$ cat config.mk
export PLATFORM = sky130hd
export DESIGN_NAME = conv_result_serializer_flat
export DESIGN_NICKNAME = d
export VERILOG_FILES = /design/src/rtl/conv_result_serializer_if.sv /design/src/rtl/conv_result_serializer.sv /design/src/flat_wrapper.sv
export SDC_FILE = /design/constraint.sdc
export NUM_CORES = 1
export LEC_CHECK = 0
export ABC_AREA = 1
export BUFFER_PORTS_ARGS = -buffer_cell sky130_fd_sc_hd__buf_2
export CAP_MARGIN = 20
export CORE_ASPECT_RATIO = 0.9
export CORE_MARGIN = 10
export CORE_UTILIZATION = 45
export DETAILED_ROUTE_END_ITERATION = 8
export HOLD_SLACK_MARGIN = 0.06
export MAX_ROUTING_LAYER = met4
export PLACE_DENSITY = 0.73
export SYNTH_ARGS = -nofsm -noshare
export SYNTH_HDL_FRONTEND = slang
export SYNTH_SLANG_ARGS = --single-unit
$ cat constraint.sdc
create_clock -name clk -period 10.93 [get_ports clk]
set_input_delay 1.6395 -clock clk [delete_from_list [all_inputs] [get_ports clk]]
set_output_delay 1.6395 -clock clk [all_outputs]
set_load 0.05 [all_outputs]
$ cat src/rtl/conv_result_serializer_if.sv
// Handshake bundle of the convolution result serializer: parallel word in, bit-serial stream out.
// slave is the serializer's view, master the producer/consumer side.
interface conv_result_serializer_if #(
  parameter int unsigned OUTLEN = 257
);
  logic              in_valid;
  logic              in_ready;
  logic [OUTLEN-1:0] in_data;
  logic              out_valid;
  logic              out_ready;
  logic              out_bit;
  logic              out_last;
  logic              busy;

  modport slave (
    input  in_valid, in_data, out_ready,
    output in_ready, out_valid, out_bit, out_last, busy
  );

  modport master (
    output in_valid, in_data, out_ready,
    input  in_ready, out_valid, out_bit, out_last, busy
  );
endinterface

$ cat src/rtl/conv_result_serializer.sv
// Captures one GF(2) convolution result word and streams it out one bit per beat with a last marker.
// Optional macro CONV_SER_PARITY_EN appends an even-parity beat after the data bits of every frame.
module conv_result_serializer #(
  parameter int unsigned INLEN     = 255,
  parameter int unsigned KERNLEN   = 3,
  parameter bit          MSB_FIRST = 1'b0
) (
  input logic                     clk,
  input logic                     rst,
  conv_result_serializer_if.slave bus
);
  localparam int unsigned   OUTLEN   = INLEN + KERNLEN - 1;
  localparam int unsigned   CW       = $clog2(OUTLEN + 1);
  localparam logic [CW-1:0] LAST_IDX = CW'(OUTLEN - 1);

`ifdef CONV_SER_PARITY_EN
  localparam bit PAR_EN = 1'b1;
  typedef enum logic [1:0] {IDLE, SHIFT, PAR} state_t;
`else
  localparam bit PAR_EN = 1'b0;
  typedef enum logic {IDLE, SHIFT} state_t;
`endif

  state_t            state;
  logic [OUTLEN-1:0] sreg;
  logic [OUTLEN-1:0] sreg_adv;
  logic [CW-1:0]     cnt;
  logic [CW-1:0]     cnt_inc;
  logic              valid_q;
  logic              bit_q;
  logic              last_q;
  logic              busy_q;
  logic              ready_c;
  logic              accept_c;
  logic              beat_c;
`ifdef CONV_SER_PARITY_EN
  logic              parity;
`endif

  // Bit presented first from a word, honouring the serial order.
  function automatic logic head_bit(input logic [OUTLEN-1:0] w);
    return MSB_FIRST ? w[OUTLEN-1] : w[0];
  endfunction

  // Ready in IDLE, or on the beat that closes a frame so the next word follows with no bubble.
  assign ready_c  = !rst && ((state == IDLE) || (valid_q && bus.out_ready && last_q));
  assign accept_c = bus.in_valid && ready_c;
  assign beat_c   = valid_q && bus.out_ready;
  assign sreg_adv = MSB_FIRST ? (sreg << 1) : (sreg >> 1);
  assign cnt_inc  = cnt + CW'(1);

  always_ff @(posedge clk or posedge rst) begin
    if (rst) begin
      state   <= IDLE;
      sreg    <= '0;
      cnt     <= '0;
      valid_q <= 1'b0;
      bit_q   <= 1'b0;
      last_q  <= 1'b0;
      busy_q  <= 1'b0;
`ifdef CONV_SER_PARITY_EN
      parity  <= 1'b0;
`endif
    end else if (accept_c) begin
      state   <= SHIFT;
      sreg    <= bus.in_data;
      cnt     <= '0;
      valid_q <= 1'b1;
      busy_q  <= 1'b1;
      bit_q   <= head_bit(bus.in_data);
      last_q  <= !PAR_EN && (LAST_IDX == '0);
`ifdef CONV_SER_PARITY_EN
      parity  <= ^bus.in_data;
`endif
    end else if (beat_c) begin
      if (last_q) begin
        state   <= IDLE;
        valid_q <= 1'b0;
        bit_q   <= 1'b0;
        last_q  <= 1'b0;
        busy_q  <= 1'b0;
      end
`ifdef CONV_SER_PARITY_EN
      else if (cnt == LAST_IDX) begin
        state  <= PAR;
        cnt    <= cnt_inc;
        bit_q  <= parity;
        last_q <= 1'b1;
      end
`endif
      else begin
        sreg   <= sreg_adv;
        cnt    <= cnt_inc;
        bit_q  <= head_bit(sreg_adv);
        last_q <= !PAR_EN && (cnt_inc == LAST_IDX);
      end
    end
  end

  assign bus.in_ready  = ready_c;
  assign bus.out_valid = valid_q;
  assign bus.out_bit   = bit_q;
  assign bus.out_last  = last_q;
  assign bus.busy      = busy_q;

endmodule

$ cat src/flat_wrapper.sv
// flat-port wrapper written by rule: the top's interface ports become plain ports
module conv_result_serializer_flat 
#(
  parameter int unsigned INLEN     = 255,
  parameter int unsigned KERNLEN   = 3,
  parameter bit          MSB_FIRST = 1'b0
)
  (clk, rst, bus_in_valid, bus_in_data, bus_out_ready, bus_in_ready, bus_out_valid, bus_out_bit, bus_out_last, bus_busy);
  conv_result_serializer_if #(.OUTLEN((INLEN + KERNLEN - 1))) bus_i ();
  input logic clk;
  input logic rst;
  input wire logic [$bits(bus_i.in_valid)-1:0] bus_in_valid;
  input wire logic [$bits(bus_i.in_data)-1:0] bus_in_data;
  input wire logic [$bits(bus_i.out_ready)-1:0] bus_out_ready;
  output wire logic [$bits(bus_i.in_ready)-1:0] bus_in_ready;
  output wire logic [$bits(bus_i.out_valid)-1:0] bus_out_valid;
  output wire logic [$bits(bus_i.out_bit)-1:0] bus_out_bit;
  output wire logic [$bits(bus_i.out_last)-1:0] bus_out_last;
  output wire logic [$bits(bus_i.busy)-1:0] bus_busy;
  assign bus_i.in_valid = bus_in_valid;
  assign bus_i.in_data = bus_in_data;
  assign bus_i.out_ready = bus_out_ready;
  assign bus_in_ready = bus_i.in_ready;
  assign bus_out_valid = bus_i.out_valid;
  assign bus_out_bit = bus_i.out_bit;
  assign bus_out_last = bus_i.out_last;
  assign bus_busy = bus_i.busy;
  conv_result_serializer #(.INLEN(INLEN), .KERNLEN(KERNLEN), .MSB_FIRST(MSB_FIRST)) u_core (.clk(clk), .rst(rst), .bus(bus_i));
endmodule
# Yosys cells after proc, flatten, opt, wreduce, memory -nomap -nowiden
# Index checks and enable logic that the tools add are counted.
totals:
  reg_bits: 269
  in_bits: 261
  out_inout_bits: 5
op_classes:
  n_addsub: 1
  n_eq_ne: 2
  n_mux: 15
  bitwise: 1
  n_reduce_logical: 10
op_table:
  columns: ["op", "count"]
  rows:
  - ["two-way mux 257 bit", 3]
  - ["two-way mux 9 bit", 3]
  - ["adder 9 x 1 -> 9 bit, second input constant", 1]
  - ["== test 9 bit, second input constant", 1]
  - ["two-way mux 1 bit", 9]
  - ["logical AND 1 bit", 4]
  - ["AND reduction 2 bit", 2]
  - ["nonzero test 2 bit", 2]
  - ["!= test 2 bit, second input constant", 1]
  - ["logical NOT 1 bit", 1]
  - ["logical OR 1 bit", 1]
  - ["inverter 1 bit", 1]

# Depth between registers and ports, before layout
depth:
  ltp_word: 7
  ltp_mapped: 9
  mapped_depth_nobuf: 9

# Worst setup path before layout
# No wires, ideal clock.
synth_timing:
  kind: "input to output"
  start: "in rst"
  end: "out bus_in_ready"
  arrival_time_ps: 7921
  required_ps: 9291
  path_slack_ps: 1369
  cell_stages: 3
  path_cell_list: "inv_1 nand2_1 inv_1"
synth_via:
  elab_chain_cells: 2
synth_rtl:
  columns: ["element", "line_no", "text"]
  rows:
  - ["start, declared", "flat_wrapper.sv:11", "input logic rst;"]
  - ["logical NOT 1 bit (no line)", null, null]
  - ["logical AND 1 bit", "conv_result_serializer.sv:46", "assign ready_c = !rst && ((state == IDLE) || (valid_q && bus.out_ready && last_q));"]
  - ["end, declared", "flat_wrapper.sv:15", "output wire logic [$bits(bus_i.in_ready)-1:0] bus_in_ready;"]
# Every way passes these cells.

# Worst setup path after layout
layout_timing:
  start: "in rst"
  end: "reg u_core.cnt[8]"
layout_via:
  elab_chain_cells: 5
  word_cells_on_any_way: 7
layout_rtl:
  columns: ["element", "line_no", "text"]
  rows:
  - ["logical NOT 1 bit (no line) (*)", null, null]
  - ["logical AND 1 bit (*)", "conv_result_serializer.sv:46", null]
  - ["logical AND 1 bit (*)", "conv_result_serializer.sv:47", "assign accept_c = bus.in_valid && ready_c;"]
  - ["!= test 2 bit (no line) / nonzero test 2 bit (equally long branches)", null, null]
  - ["AND reduction 2 bit (no line)", null, null]
  - ["end signal, assigned", "conv_result_serializer.sv:93", "cnt <= cnt_inc;"]
  - ["end, declared", "conv_result_serializer.sv:27", "logic [CW-1:0] cnt;"]
# Every way passes the cells marked *; elsewhere a longest branch is shown, timed or not.
# A chain may end at the register's enable or synchronous reset.

==> reports/results.txt <==
Critical Path Fanout Max -> 103
Pwr dens -> 233 nW/um2
Vias per cell -> 5.26
Initial core utilization -> 45.6%
Most common cell after layout, fill and taps aside -> nand2_1
CTS tree -> yes
ANT nets after route -> 0
Worst path bufs/invs -> 5
Die Width -> 191 um
Global placement routability congestion -> 0.830
Ys Warns -> 0
Clock sinks -> 268
FF-to-FF setup slack -> 7.58 ns
Mapped Avg Cell Area -> 9.79 um2
Seq/Total Area, Yosys -> 56.6%
CP arrival -> 4.63 ns
Hold violation total from the final report -> 0
Post CTS Setup Buffer Count -> 0
Leakage -> 6.54 nW
Root Buffer -> clkbuf_16
Slew Viols, Final -> 0
CP peak stage delay -> 0.82 ns
Worst-margin pin slew -> 1.11 ns
CP top delay family -> buffers and inverters
Total CTS buffers -> 28
Critical path startpoint category -> input pin
# hold bufs at CTS -> 0
CTS-repair resized insts -> 0
Tcrit/Tclk final -> 38.9%
Initial DRC count -> 759
Clock skew -> 0.0143 ns
Fin crit period -> 4.25 ns
Synth Net Count -> 1473
Crit end category -> register
Core Rows -> 56
Antenna violations before repair -> 0
Status -> finished, final reports clean
Post-synthesis cell type count -> 24
Util after Layout -> 54.0%
Post-synthesis cell area -> 11900 um2
Htree depth -> 1
DR vias -> 9459
P&R area growth vs syn -> 18.3%
Maxcap violations -> 0
Die area -> 33300 um2
Setup violators final -> 0
Clk buf depth -> 3
DRC Markers -> 0
GR Overflow Total -> 0
Num ports -> 266
Largest net degree at the start of global routing -> 165
Hold WC Path Type -> register to register
Clk pin slew, worst setup/hold paths -> 0.06 ns
Routed len/inst -> 16.4 um
Antenna diodes -> 0
Nets -> 1690
Initial DRT Pass Iterations -> 4
Worst path slowest cell -> buf_4
Max rail drop VDD -> 0.000138 V
RSZ-0062 raised after global routing -> no
HPWL Detailed -> 19.8 mm
Fin Setup TNS -> 0 ns
Worst Setup Path Type -> input pin to register
GRT Total Usage -> 17.7%
First-pass GRT wire length -> 49.1 mm
Flops & latches, synth -> 268
Clock Latency Late Sink -> 0.54 ns
Drt total wl -> 29.4 mm
IO buf count -> 265
Die H -> 174 um
Area share of the leading cell type in the synthesized netlist -> 56.6%
Slew margin rel. -> 25.7%
Fillers -> 2335
Synth Instances -> 1211
Most common cell on crit path -> buf_4
Number of global-route vias before repair -> 9773
Biggest area consumer among synthesized cells -> dfrtp_1
Core area -> 26000 um2
Commonest non-fill, non-tap cells in the layout -> nand2_1 (296), dfrtp_1 (268), inv_1 (265), buf_2 (265), o221ai_1 (251)
Share of layout cells above drive strength 1 -> 22.2%
CP required -> 11.31 ns
Fmax -> 0.235 GHz
Cells along the critical path -> buf_2 > inv_8 > nand3_4 > inv_6 > buf_4 > buf_4 > nor2_1 > nand2_1 > o21ai_0
Synth area leaders -> dfrtp_1 (57%), o221ai_1 (19%), nand2_1 (9.4%)
==> worst min-delay path, delay by kind of cell (launching register included) <==
kind               cells  cell delay, ns
DFF                    1            0.34
AOI/OAI and AO/OA      1            0.07
and+or+nand+nor        1            0.06
==> cells in the mapped netlist, drive strengths merged <==
cell type  number
clkbuf          2
ha              1
nor2           10
o211ai          4
or2             1
o21ai           8
nand4           2
o22ai           2
nand3           9
xor2            1
buf            84
a21oi           1
inv           268
dfrtp         268
nand2         297
o221ai        251
a22oi           1
o21bai          1
==> metrics by stage <==
stage / cells / setup WS [ns] / power (mW) / hold slack, ns / cell area [um2]
after global placement: 1746 / 6.01 / 2.31 / 0.484 / 13100
final: 1797 / 6.68 / 3.27 / 0.512 / 14000
after CTS: 1797 / 6.51 / 3.30 / 0.518 / 14000
after detailed placement: 1746 / 5.96 / 2.35 / 0.495 / 13100
after floorplan: 1211 / 1.37 / 2.19 / 0.470 / 11900
after global routing: 1797 / 6.27 / 3.49 / 0.560 / 14000
==> flip-flops by register name, summed over array words and instances, names as in the netlist <==
signal and count:
u_core.bus.out_bit 1, u_core.bus.out_last 1, u_core.bus.out_valid 1, u_core.cnt 9
u_core.sreg 256
==> report_power, final <==
part	internal (mW)	total [mW]	leakage, nW	switching (mW)
clock	0.556	0.936	0.448	0.380
combinational	0.334	0.925	2.55	0.591
sequential	1.31	1.41	3.53	0.0956
total	2.20	3.27	6.54	1.07
==> layout make-up <==
class                           instances  area (um2)  share of cell area (%)
Clock inverter                          6        57.6                   0.410
Inverter                              268        1020                    7.26
Timing Repair Buffer                  273        1390                    9.88
Multi-Input combinational cell        589        3570                    25.4
Sequential cell                       268        6710                    47.8
Clock buffer                           45         856                    6.10
Tap cell                              348         435                    3.10
==> worst paths after layout <==
check | start | endpoint | depth (start not counted)
worst max-delay path | rst | u_core.cnt[8] | 9
worst min-delay path | u_core.sreg[101] | u_core.sreg[101] | 2
worst max register to register | u_core.bus.out_last | u_core.cnt[8] | 9
worst min register to register | u_core.sreg[101] | u_core.sreg[101] | 2
max in group asynchronous | rst | u_core.sreg[124] | 4
min in group asynchronous | rst | u_core.sreg[226] | 2
==> routing by layer <==
layer / GRT usage [%] / part of all wire, % / up-vias
met5: - / 0 / -
met4: 4.42 / 2.2 / 0
met3: 3.06 / 6.0 / 42
met2: 25.6 / 44 / 309
met1: 25.3 / 47 / 4555
li1: - / - / 4553
==> cells by family after synthesis <==
kind of cell               synth area share, %
buffers and inverters                     13.4
and+or+nand+nor                           10.4
AOI/OAI and AO/OA                         19.4
DFF                                       56.6
xor gates and xnor gates                0.0739
adders and majority gates                0.106
No activity file was read; power rests on OpenSTA's default activity.
